File: config.mk
export PLATFORM = sky130hd
export DESIGN_NAME = muldiv_sequencer
export DESIGN_NICKNAME = d
export VERILOG_FILES = /design/src/rtl/muldiv_sequencer.sv
export SDC_FILE = /design/constraint.sdc
export NUM_CORES = 1
export LEC_CHECK = 0
export ABC_CLOCK_PERIOD_IN_PS = 3200
export BUFFER_PORTS_ARGS = -buffer_cell sky130_fd_sc_hd__buf_2
export CAP_MARGIN = 20
export CORE_MARGIN = 5
export CORE_UTILIZATION = 47
export CTS_CLUSTER_DIAMETER = 150
export DETAILED_ROUTE_END_ITERATION = 10
export HOLD_SLACK_MARGIN = 0.05
export PLACE_DENSITY = 0.82
export SLEW_MARGIN = 20
export SYNTH_ARGS = -nofsm -noshare
export SYNTH_HDL_FRONTEND = slang
export SYNTH_SLANG_ARGS = --single-unit
File: constraint.sdc
create_clock -name clk_i -period 3.2 [get_ports clk_i]
set_input_delay 0.32 -clock clk_i [delete_from_list [all_inputs] [get_ports clk_i]]
set_output_delay 0.32 -clock clk_i [all_outputs]
set_load 0.005 [all_outputs]
File: src/rtl/muldiv_sequencer.sv
// muldiv_sequencer: sequences multi-cycle multiply/divide runs and Hi/Lo writeback.
// Optional feature macro: MULDIV_ABORT_EN adds the abort_i port, which cancels a running operation.
// All outputs are flops loaded from the decode of the next state, so the request inputs have no combinational path to any output.
module muldiv_sequencer #(
    parameter int unsigned MULT_CYCLES = 32,
    parameter int unsigned DIV_CYCLES  = 32
) (
    input  logic        clk_i,
    input  logic        reset_i,
    input  logic        mult_req_i,
    input  logic        div_req_i,
    input  logic [31:0] divisor_i,
`ifdef MULDIV_ABORT_EN
    input  logic        abort_i,
`endif
    output logic        mult_on_o,
    output logic        div_on_o,
    output logic        hi_src_o,
    output logic        lo_src_o,
    output logic        hi_write_o,
    output logic        lo_write_o,
    output logic        busy_o,
    output logic        done_o,
    output logic        div_zero_o
);

    localparam int unsigned CNT_W = 6;

    typedef enum logic [2:0] {
        IDLE     = 3'd0,
        MULT_RUN = 3'd1,
        DIV_RUN  = 3'd2,
        WB       = 3'd3,
        DZ       = 3'd4
    } state_e;

    state_e             state_q, state_d;
    logic [CNT_W-1:0]   cnt_q, cnt_d;
    logic               src_q, src_d;       // 1 = last op was a mult
    logic               mult_on_d, div_on_d, write_d, busy_d, done_d, div_zero_d;

    // Next-state, counter, operation-type and output decode
    always_comb begin
        state_d    = state_q;
        cnt_d      = cnt_q;
        src_d      = src_q;
        mult_on_d  = 1'b0;
        div_on_d   = 1'b0;
        write_d    = 1'b0;
        busy_d     = 1'b0;
        done_d     = 1'b0;
        div_zero_d = 1'b0;

        unique case (state_q)
            IDLE: begin
                // Mult wins a simultaneous request; the div request is dropped.
                if (mult_req_i) begin
                    state_d = MULT_RUN;
                    cnt_d   = CNT_W'(MULT_CYCLES - 1);
                    src_d   = 1'b1;
                end else if (div_req_i) begin
                    src_d = 1'b0;
                    if (divisor_i == 32'd0) begin
                        state_d = DZ;
                    end else begin
                        state_d = DIV_RUN;
                        cnt_d   = CNT_W'(DIV_CYCLES - 1);
                    end
                end
            end
            MULT_RUN, DIV_RUN: begin
                if (cnt_q == CNT_W'(0)) begin
                    state_d = WB;
                end else begin
                    cnt_d = cnt_q - CNT_W'(1);
                end
`ifdef MULDIV_ABORT_EN
                if (abort_i) begin
                    state_d = IDLE;
                    cnt_d   = '0;
                end
`endif
            end
            WB: begin
                state_d = IDLE;
            end
            DZ: begin
                state_d = IDLE;
            end
            default: begin
                state_d = IDLE;
                cnt_d   = '0;
            end
        endcase

        mult_on_d  = (state_d == MULT_RUN);
        div_on_d   = (state_d == DIV_RUN);
        write_d    = (state_d == WB);
        done_d     = (state_d == WB);
        div_zero_d = (state_d == DZ);
        busy_d     = (state_d != IDLE);
    end

    // State, counter and registered outputs; synchronous reset wins over everything
    always_ff @(posedge clk_i) begin
        if (reset_i) begin
            state_q    <= IDLE;
            cnt_q      <= '0;
            src_q      <= 1'b0;
            mult_on_o  <= 1'b0;
            div_on_o   <= 1'b0;
            hi_write_o <= 1'b0;
            lo_write_o <= 1'b0;
            busy_o     <= 1'b0;
            done_o     <= 1'b0;
            div_zero_o <= 1'b0;
        end else begin
            state_q    <= state_d;
            cnt_q      <= cnt_d;
            src_q      <= src_d;
            mult_on_o  <= mult_on_d;
            div_on_o   <= div_on_d;
            hi_write_o <= write_d;
            lo_write_o <= write_d;
            busy_o     <= busy_d;
            done_o     <= done_d;
            div_zero_o <= div_zero_d;
        end
    end

    // Hi/Lo mux selects follow the last accepted operation type
    assign hi_src_o = src_q;
    assign lo_src_o = src_q;

endmodule

Word level (Yosys, flattened, before mapping)
Cells that the tools add are included.
{"block": "totals", "word_cells": 42, "inputBits": 36, "ff_bits": 15}
{"block": "classes", "addsub": 1, "reduce_logical": 9, "bitwise_logic": 1, "n_eq_ne": 11, "muxes": 12}
{"cell": "zero test 32 bit", "count": 1}
{"cell": "2-to-1 mux 6 bit", "count": 4}
{"cell": "one-hot mux 6 bit (3 select lines)", "count": 1}
{"cell": "equality test 3 x 2 -> 1 bit, second input constant", "count": 4}
{"cell": "2-to-1 mux 3 bit", "count": 4}
{"cell": "equality test 3 x 1 -> 1 bit, second input constant", "count": 2}
{"cell": "equality test 3 bit, second input constant", "count": 2}
{"cell": "zero test 6 bit", "count": 1}
{"cell": "inequality test 3 bit, second input constant", "count": 2}
{"cell": "one-hot mux 3 bit (2 select lines)", "count": 1}
{"cell": "subtractor 6 x 1 -> 6 bit, second input constant", "count": 1}
{"cell": "AND reduction 4 bit", "count": 1}
{"cell": "OR reduction 2 bit", "count": 2}
{"cell": "zero test 3 bit", "count": 1}
{"cell": "nonzero test 3 bit", "count": 1}
{"cell": "2-to-1 mux 1 bit", "count": 2}
{"cell": "inequality test 2 bit, second input constant", "count": 1}
{"cell": "AND reduction 2 bit", "count": 1}
{"cell": "nonzero test 2 bit", "count": 1}
{"cell": "inverter 1 bit", "count": 1}

Longest topological paths before layout
{"block": "logic_depth", "depth_word": 6, "depth_mapped": 9, "depth_no_buf": 7}

Worst setup path after synthesis
OpenSTA, ideal clock, no wires.
{"block": "synth_path", "kind": "reg-to-reg", "from": "reg cnt_q[0]", "to": "reg cnt_q[2]", "setup_slack_ps": 1351, "arrival_ps": 1753, "path_stages_with_launch": 10, "synth_period_minus_slack_ps": 1849, "cell_sequence": "dfxtp_1 inv_1 ha_1 nor2b_1 clkbuf_1 a22o_1 o211a_2 or2_1 buf_6 o41ai_2"}
{"block": "synth_between", "elab_chain_cells": 3, "elab_cells_between_ends": 6, "cone_classes": "add/sub: 1; eq/ne: 1; mux: 2; reduce/logical: 2"}
{"element": "from (decl)", "line": "38", "source": "logic [CNT_W-1:0] cnt_q, cnt_d;"}
{"element": "from (signal assigned)", "line": "119", "source": "cnt_q <= cnt_d;"}
{"element": "subtractor 6 x 1 -> 6 bit / zero test 6 bit (equally long branches)", "line": "75, 72"}
{"element": "2-to-1 mux 6 bit / inequality test 2 bit (equally long branches)"}
{"element": "one-hot mux 6 bit (3 select lines) / AND reduction 4 bit (equally long branches)"}
Several ways; a longest one is shown, not always the timed one. The select of a mux whose other input is x is not followed.
A chain may end at the register's enable or synchronous reset.

Worst setup path after layout
{"block": "layout_path", "from": "reg cnt_q[0]", "to": "reg cnt_q[5]"}
The elaborated chain is that of the path after synthesis.

==> flow_summary.html <==
<table>
<tr><th>Metric</th><th>Value</th></tr>
<tr><th colspan="2">Layout</th></tr>
<tr><td>Final layout net count</td><td>approximately 180</td></tr>
<tr><td>Ant. Diodes</td><td>0</td></tr>
<tr><td>Number of filler cells placed in the layout</td><td>between 150 and 200</td></tr>
<tr><td>Layout Area Growth over Synthesis</td><td>24.1%</td></tr>
<tr><td>Ratio of cells with drive above 1 in the final layout</td><td>approximately 42%</td></tr>
<tr><th colspan="2">Setup path</th></tr>
<tr><td>Worst-case reg-to-reg path depth</td><td>7</td></tr>
<tr><td>Crit. End Element</td><td>flop</td></tr>
<tr><td>Arrival @ worst endpoint</td><td>roughly 2.2 ns</td></tr>
<tr><td>Startpoint type of the worst setup path</td><td>flop</td></tr>
<tr><td>Endpoint required time on the critical path</td><td>about 3.4 ns</td></tr>
<tr><td>Worst Path Max Fanout</td><td>7</td></tr>
<tr><td>Worst setup path startpoint</td><td>cnt_q[0]</td></tr>
<tr><td>Type of the setup path with the least slack</td><td>reg -&gt; reg</td></tr>
<tr><td>Worst setup slack for register-to-register paths</td><td>roughly 1.2 ns</td></tr>
<tr><td>Worst flop-to-flop path startpoint</td><td>cnt_q[0]</td></tr>
<tr><td>RR Endpoint</td><td>cnt_q[5]</td></tr>
<tr><th colspan="2">Timing</th></tr>
<tr><td>Fraction of the cycle the final worst path needs</td><td>~62%</td></tr>
<tr><td>Worst clock skew on the final layout</td><td>approximately 0.0021 ns</td></tr>
<tr><td>Setup violations, final</td><td>0</td></tr>
<tr><td>Number of pins exceeding their max-slew limit in the final report</td><td>0</td></tr>
<tr><td>Worst Hold Slack</td><td>around 0.34 ns</td></tr>
<tr><td>Final worst setup slack</td><td>1.20 ns</td></tr>
<tr><td>Post-layout minimum cycle time</td><td>between 1.5 and 2 ns</td></tr>
<tr><td>Total Negative Setup Slacks</td><td>0 ns</td></tr>
<tr><td>Highest attainable clock frequency</td><td>between 500 and 600 MHz</td></tr>
<tr><td>Worst-Margin Slew</td><td>roughly 0.63 ns</td></tr>
<tr><td>Final hold violation count</td><td>0</td></tr>
<tr><td>RSZ-0062 raised after global routing</td><td>no</td></tr>
<tr><td>Worst-case headroom to the max-slew limit</td><td>57.7%</td></tr>
<tr><th colspan="2">Logic synthesis</th></tr>
<tr><td>Warnings from Yosys</td><td>0</td></tr>
<tr><td>Area of the mapped netlist</td><td>approximately 900 um2</td></tr>
<tr><td>Syn avg cell area</td><td>just under 9 um2</td></tr>
<tr><td>Top cell type by total area after synthesis</td><td>sky130_fd_sc_hd__dfxtp_1</td></tr>
<tr><td>Number of instances in the synthesized netlist</td><td>100</td></tr>
<tr><td>Most used standard cells in the synthesized netlist</td><td>15 x sky130_fd_sc_hd__dfxtp_1, 9 x sky130_fd_sc_hd__nor2_1, 8 x sky130_fd_sc_hd__nor4_1</td></tr>
<tr><td>Most common cell in the synthesized netlist</td><td>sky130_fd_sc_hd__dfxtp_1</td></tr>
<tr><td>Number of enable-type register cells in the synthesized netlist</td><td>0</td></tr>
<tr><td>Portion of synthesized cell area occupied by the leading cell type</td><td>between 30% and 40%</td></tr>
<tr><td>Number of distinct library cells after synthesis</td><td>36</td></tr>
<tr><td>Sequential fraction of the synthesis area</td><td>34.3%</td></tr>
<tr><td>Post-Syn Nets</td><td>about 140</td></tr>
<tr><td>Synthesized flop and latch total</td><td>15</td></tr>
<tr><td>Ys flop type</td><td>sky130_fd_sc_hd__dfxtp_1</td></tr>
<tr><td>Cell types occupying the most area after synthesis</td><td>sky130_fd_sc_hd__dfxtp_1 34%, sky130_fd_sc_hd__nor4_1 5.7%, sky130_fd_sc_hd__buf_4 4.3%, sky130_fd_sc_hd__nor2_1 3.9%, sky130_fd_sc_hd__nand2b_4 3.1%</td></tr>
<tr><td>Asr flop ratio synth</td><td>0%</td></tr>
<tr><th colspan="2">Worst hold path</th></tr>
<tr><td>Class of the tightest hold or removal check</td><td>in -&gt; reg</td></tr>
<tr><td>Min-delay src</td><td>reset_i</td></tr>
<tr><td>End point of the worst hold path</td><td>div_zero_o</td></tr>
<tr><td>Number of instances on the worst hold path</td><td>2</td></tr>
<tr><th colspan="2">Power and ir drop</th></tr>
<tr><td>Leakage power of the design</td><td>about 0.00048 uW</td></tr>
<tr><td>Total power density per cell area</td><td>approximately 580 nW/um2</td></tr>
<tr><td>Worst-case vdd ir drop</td><td>between 0.3 and 0.4 mV</td></tr>
<tr><th colspan="2">Detailed routing</th></tr>
<tr><td>DR vias/cell</td><td>between 5 and 6</td></tr>
<tr><td>Number of DRC markers after the initial detailed-route iteration</td><td>28</td></tr>
<tr><td>First drt pass iteration count</td><td>4</td></tr>
<tr><td>Vias post-DR</td><td>930</td></tr>
<tr><td>Average routed wire per standard cell</td><td>13.3 um</td></tr>
<tr><td>Residual DRC</td><td>0</td></tr>
<tr><td>Number of routed nets with antenna violations</td><td>0</td></tr>
<tr><td>Final routed wirelength across all metal layers</td><td>between 2000 and 2500 um</td></tr>
<tr><th colspan="2">Global route</th></tr>
<tr><td>Overall overflow remaining after global route</td><td>0</td></tr>
<tr><td>Combined global-route utilization of all metal layers</td><td>about 17%</td></tr>
<tr><td>Wire length of the first global-routing pass</td><td>about 3500 um</td></tr>
<tr><td>Number of antenna violations at the first check in global routing</td><td>0</td></tr>
<tr><td>Largest net degree at the start of global routing</td><td>12</td></tr>
<tr><td>Vias in the first global route</td><td>890</td></tr>
<tr><th colspan="2">Placed design</th></tr>
<tr><td>Post-placement worst setup slack</td><td>~1.2 ns</td></tr>
<tr><td>Weighted congestion at the end of routability-driven global placement</td><td>0.928</td></tr>
<tr><td>Placed wire-length estimate after detailed placement</td><td>1790 um</td></tr>
<tr><td>Number of input and output port buffers inserted</td><td>44</td></tr>
<tr><th colspan="2">Job</th></tr>
<tr><td>Number of max-cap violations</td><td>0</td></tr>
<tr><th colspan="2">Floorplan</th></tr>
<tr><td>I/O pin total</td><td>45</td></tr>
<tr><td>Total number of placement rows</td><td>15</td></tr>
<tr><td>Floorplan die width</td><td>53.2 um</td></tr>
<tr><td>Placeable Area</td><td>roughly 1700 um2</td></tr>
<tr><td>Die area</td><td>~2800 um2</td></tr>
<tr><td>Die Span Y</td><td>53.2 um</td></tr>
<tr><td>Starting Density</td><td>approximately half</td></tr>
<tr><th colspan="2">Clock tree</th></tr>
<tr><td>CTS root buffer</td><td>sky130_fd_sc_hd__clkbuf_4</td></tr>
<tr><td>Maximum clock path buffer count</td><td>2</td></tr>
<tr><td>Number of H-tree levels</td><td>1</td></tr>
<tr><td>Total of hold buffers inserted after clock tree synthesis</td><td>0</td></tr>
<tr><td>Cells resized by post-CTS repair</td><td>0</td></tr>
<tr><td>CTS sink cnt</td><td>15</td></tr>
<tr><td>Reg clk slew, reported paths</td><td>0.10 ns</td></tr>
<tr><td>Number of CTS-inserted buffers</td><td>3</td></tr>
<tr><td>Insertion delay of the later-clocked pin in the worst-skew pair</td><td>between 0.2 and 0.3 ns</td></tr>
<tr><td>Buffer count from post-CTS setup fixing</td><td>0</td></tr>
<tr><td>Clock tree from TritonCTS</td><td>yes</td></tr>
<tr><th colspan="2">Run status</th></tr>
<tr><td>Outcome</td><td>complete, no violations</td></tr>
</table>
-- worst max-delay path by stage --
stage and endpoint:
5_1_grt cnt_q[5], 2_1_floorplan cnt_q[2], 4_1_cts cnt_q[5], 3_3_place_gp cnt_q[2]
3_5_place_dp cnt_q[5], 6_report cnt_q[5]
-- cell type report --
cell class | count | area (um2) | share of cell area (%)
clock buffers | 3 | 22.5 | 2.07
flip-flops and latches | 15 | 300 | 27.6
clock inverters | 1 | 5.00 | 0.460
repair buffers | 44 | 220 | 20.3
well taps | 25 | 31.3 | 2.88
inverters | 4 | 15.0 | 1.38
multi-input cells | 72 | 493 | 45.3
-- metrics by stage --
step	instances	power, uW	instance area (um2)	utilization [%]
final	164	629	1090	62.3
after global routing	164	670	1090	62.3
after CTS	164	629	1090	62.3
after detailed placement	160	516	1060	60.7
after global placement	160	506	1060	60.7
after floorplan	100	461	876	-
-- where the power goes --
group          total, uW  switching (uW)  internal [uW]
Combinational        254             138            115
Sequential           261            37.0            224
Clock                114            67.6           46.6
Total                629             243            386
-- cells by family (layout without fill, tap and decap cells) --
| group | after synthesis | count (layout) | synth area share (%) |
|---|---|---|---|
| flops | 15 | 15 | 34.3 |
| compound gates | 29 | 29 | 25.0 |
| simple gates | 42 | 42 | 29.9 |
| fa+ha+maj | 1 | 1 | 1.43 |
| buf+inv | 13 | 52 | 9.43 |
-- registers in the layout, summed over array words and instances (netlist names) --
signal / count
busy_o: 1
cnt_q: 6
div_on_o: 1
div_zero_o: 1
done_o: 1
hi_src_o: 1
mult_on_o: 1
state_q: 3
-- metal layers --
metal | GRT usage [%] | vias to the layer above | part of all wire [%]
met1 | 21.3 | 408 | 41
met4 | 8.51 | 0 | 1.6
li1 | - | 453 | -
met2 | 26.9 | 66 | 46
met5 | 0 | - | 0
met3 | 4.23 | 3 | 12
-- cells in the final DEF, fill, tap and decap left out, types with 2 or more instances in the layout --
master / count
sky130_fd_sc_hd__nor2_1: 9
sky130_fd_sc_hd__o211ai_1: 2
sky130_fd_sc_hd__nor3_1: 4
sky130_fd_sc_hd__or2_1: 2
sky130_fd_sc_hd__o31ai_1: 3
sky130_fd_sc_hd__nand2_1: 4
sky130_fd_sc_hd__o21ai_0: 3
sky130_fd_sc_hd__a21o_2: 2
sky130_fd_sc_hd__o311ai_0: 3
sky130_fd_sc_hd__dfxtp_1: 15
sky130_fd_sc_hd__clkbuf_4: 3
sky130_fd_sc_hd__nand4_1: 3
sky130_fd_sc_hd__a31oi_1: 4
sky130_fd_sc_hd__inv_1: 4
sky130_fd_sc_hd__nor4_1: 8
sky130_fd_sc_hd__a21oi_1: 5
sky130_fd_sc_hd__and2_1: 2
sky130_fd_sc_hd__buf_2: 44
sky130_fd_sc_hd__nand2b_4: 2
-- critical path, stage by stage (launching register included) --
cell and delay [ns]:
sky130_fd_sc_hd__dfxtp_1 0.34, sky130_fd_sc_hd__inv_1 0.09, sky130_fd_sc_hd__ha_1 0.17, sky130_fd_sc_hd__nor2b_1 0.45, sky130_fd_sc_hd__a22o_1 0.21, sky130_fd_sc_hd__o211a_2 0.23
sky130_fd_sc_hd__or2_1 0.26, sky130_fd_sc_hd__o211ai_1 0.13
Power figures use the tool's default switching activity.
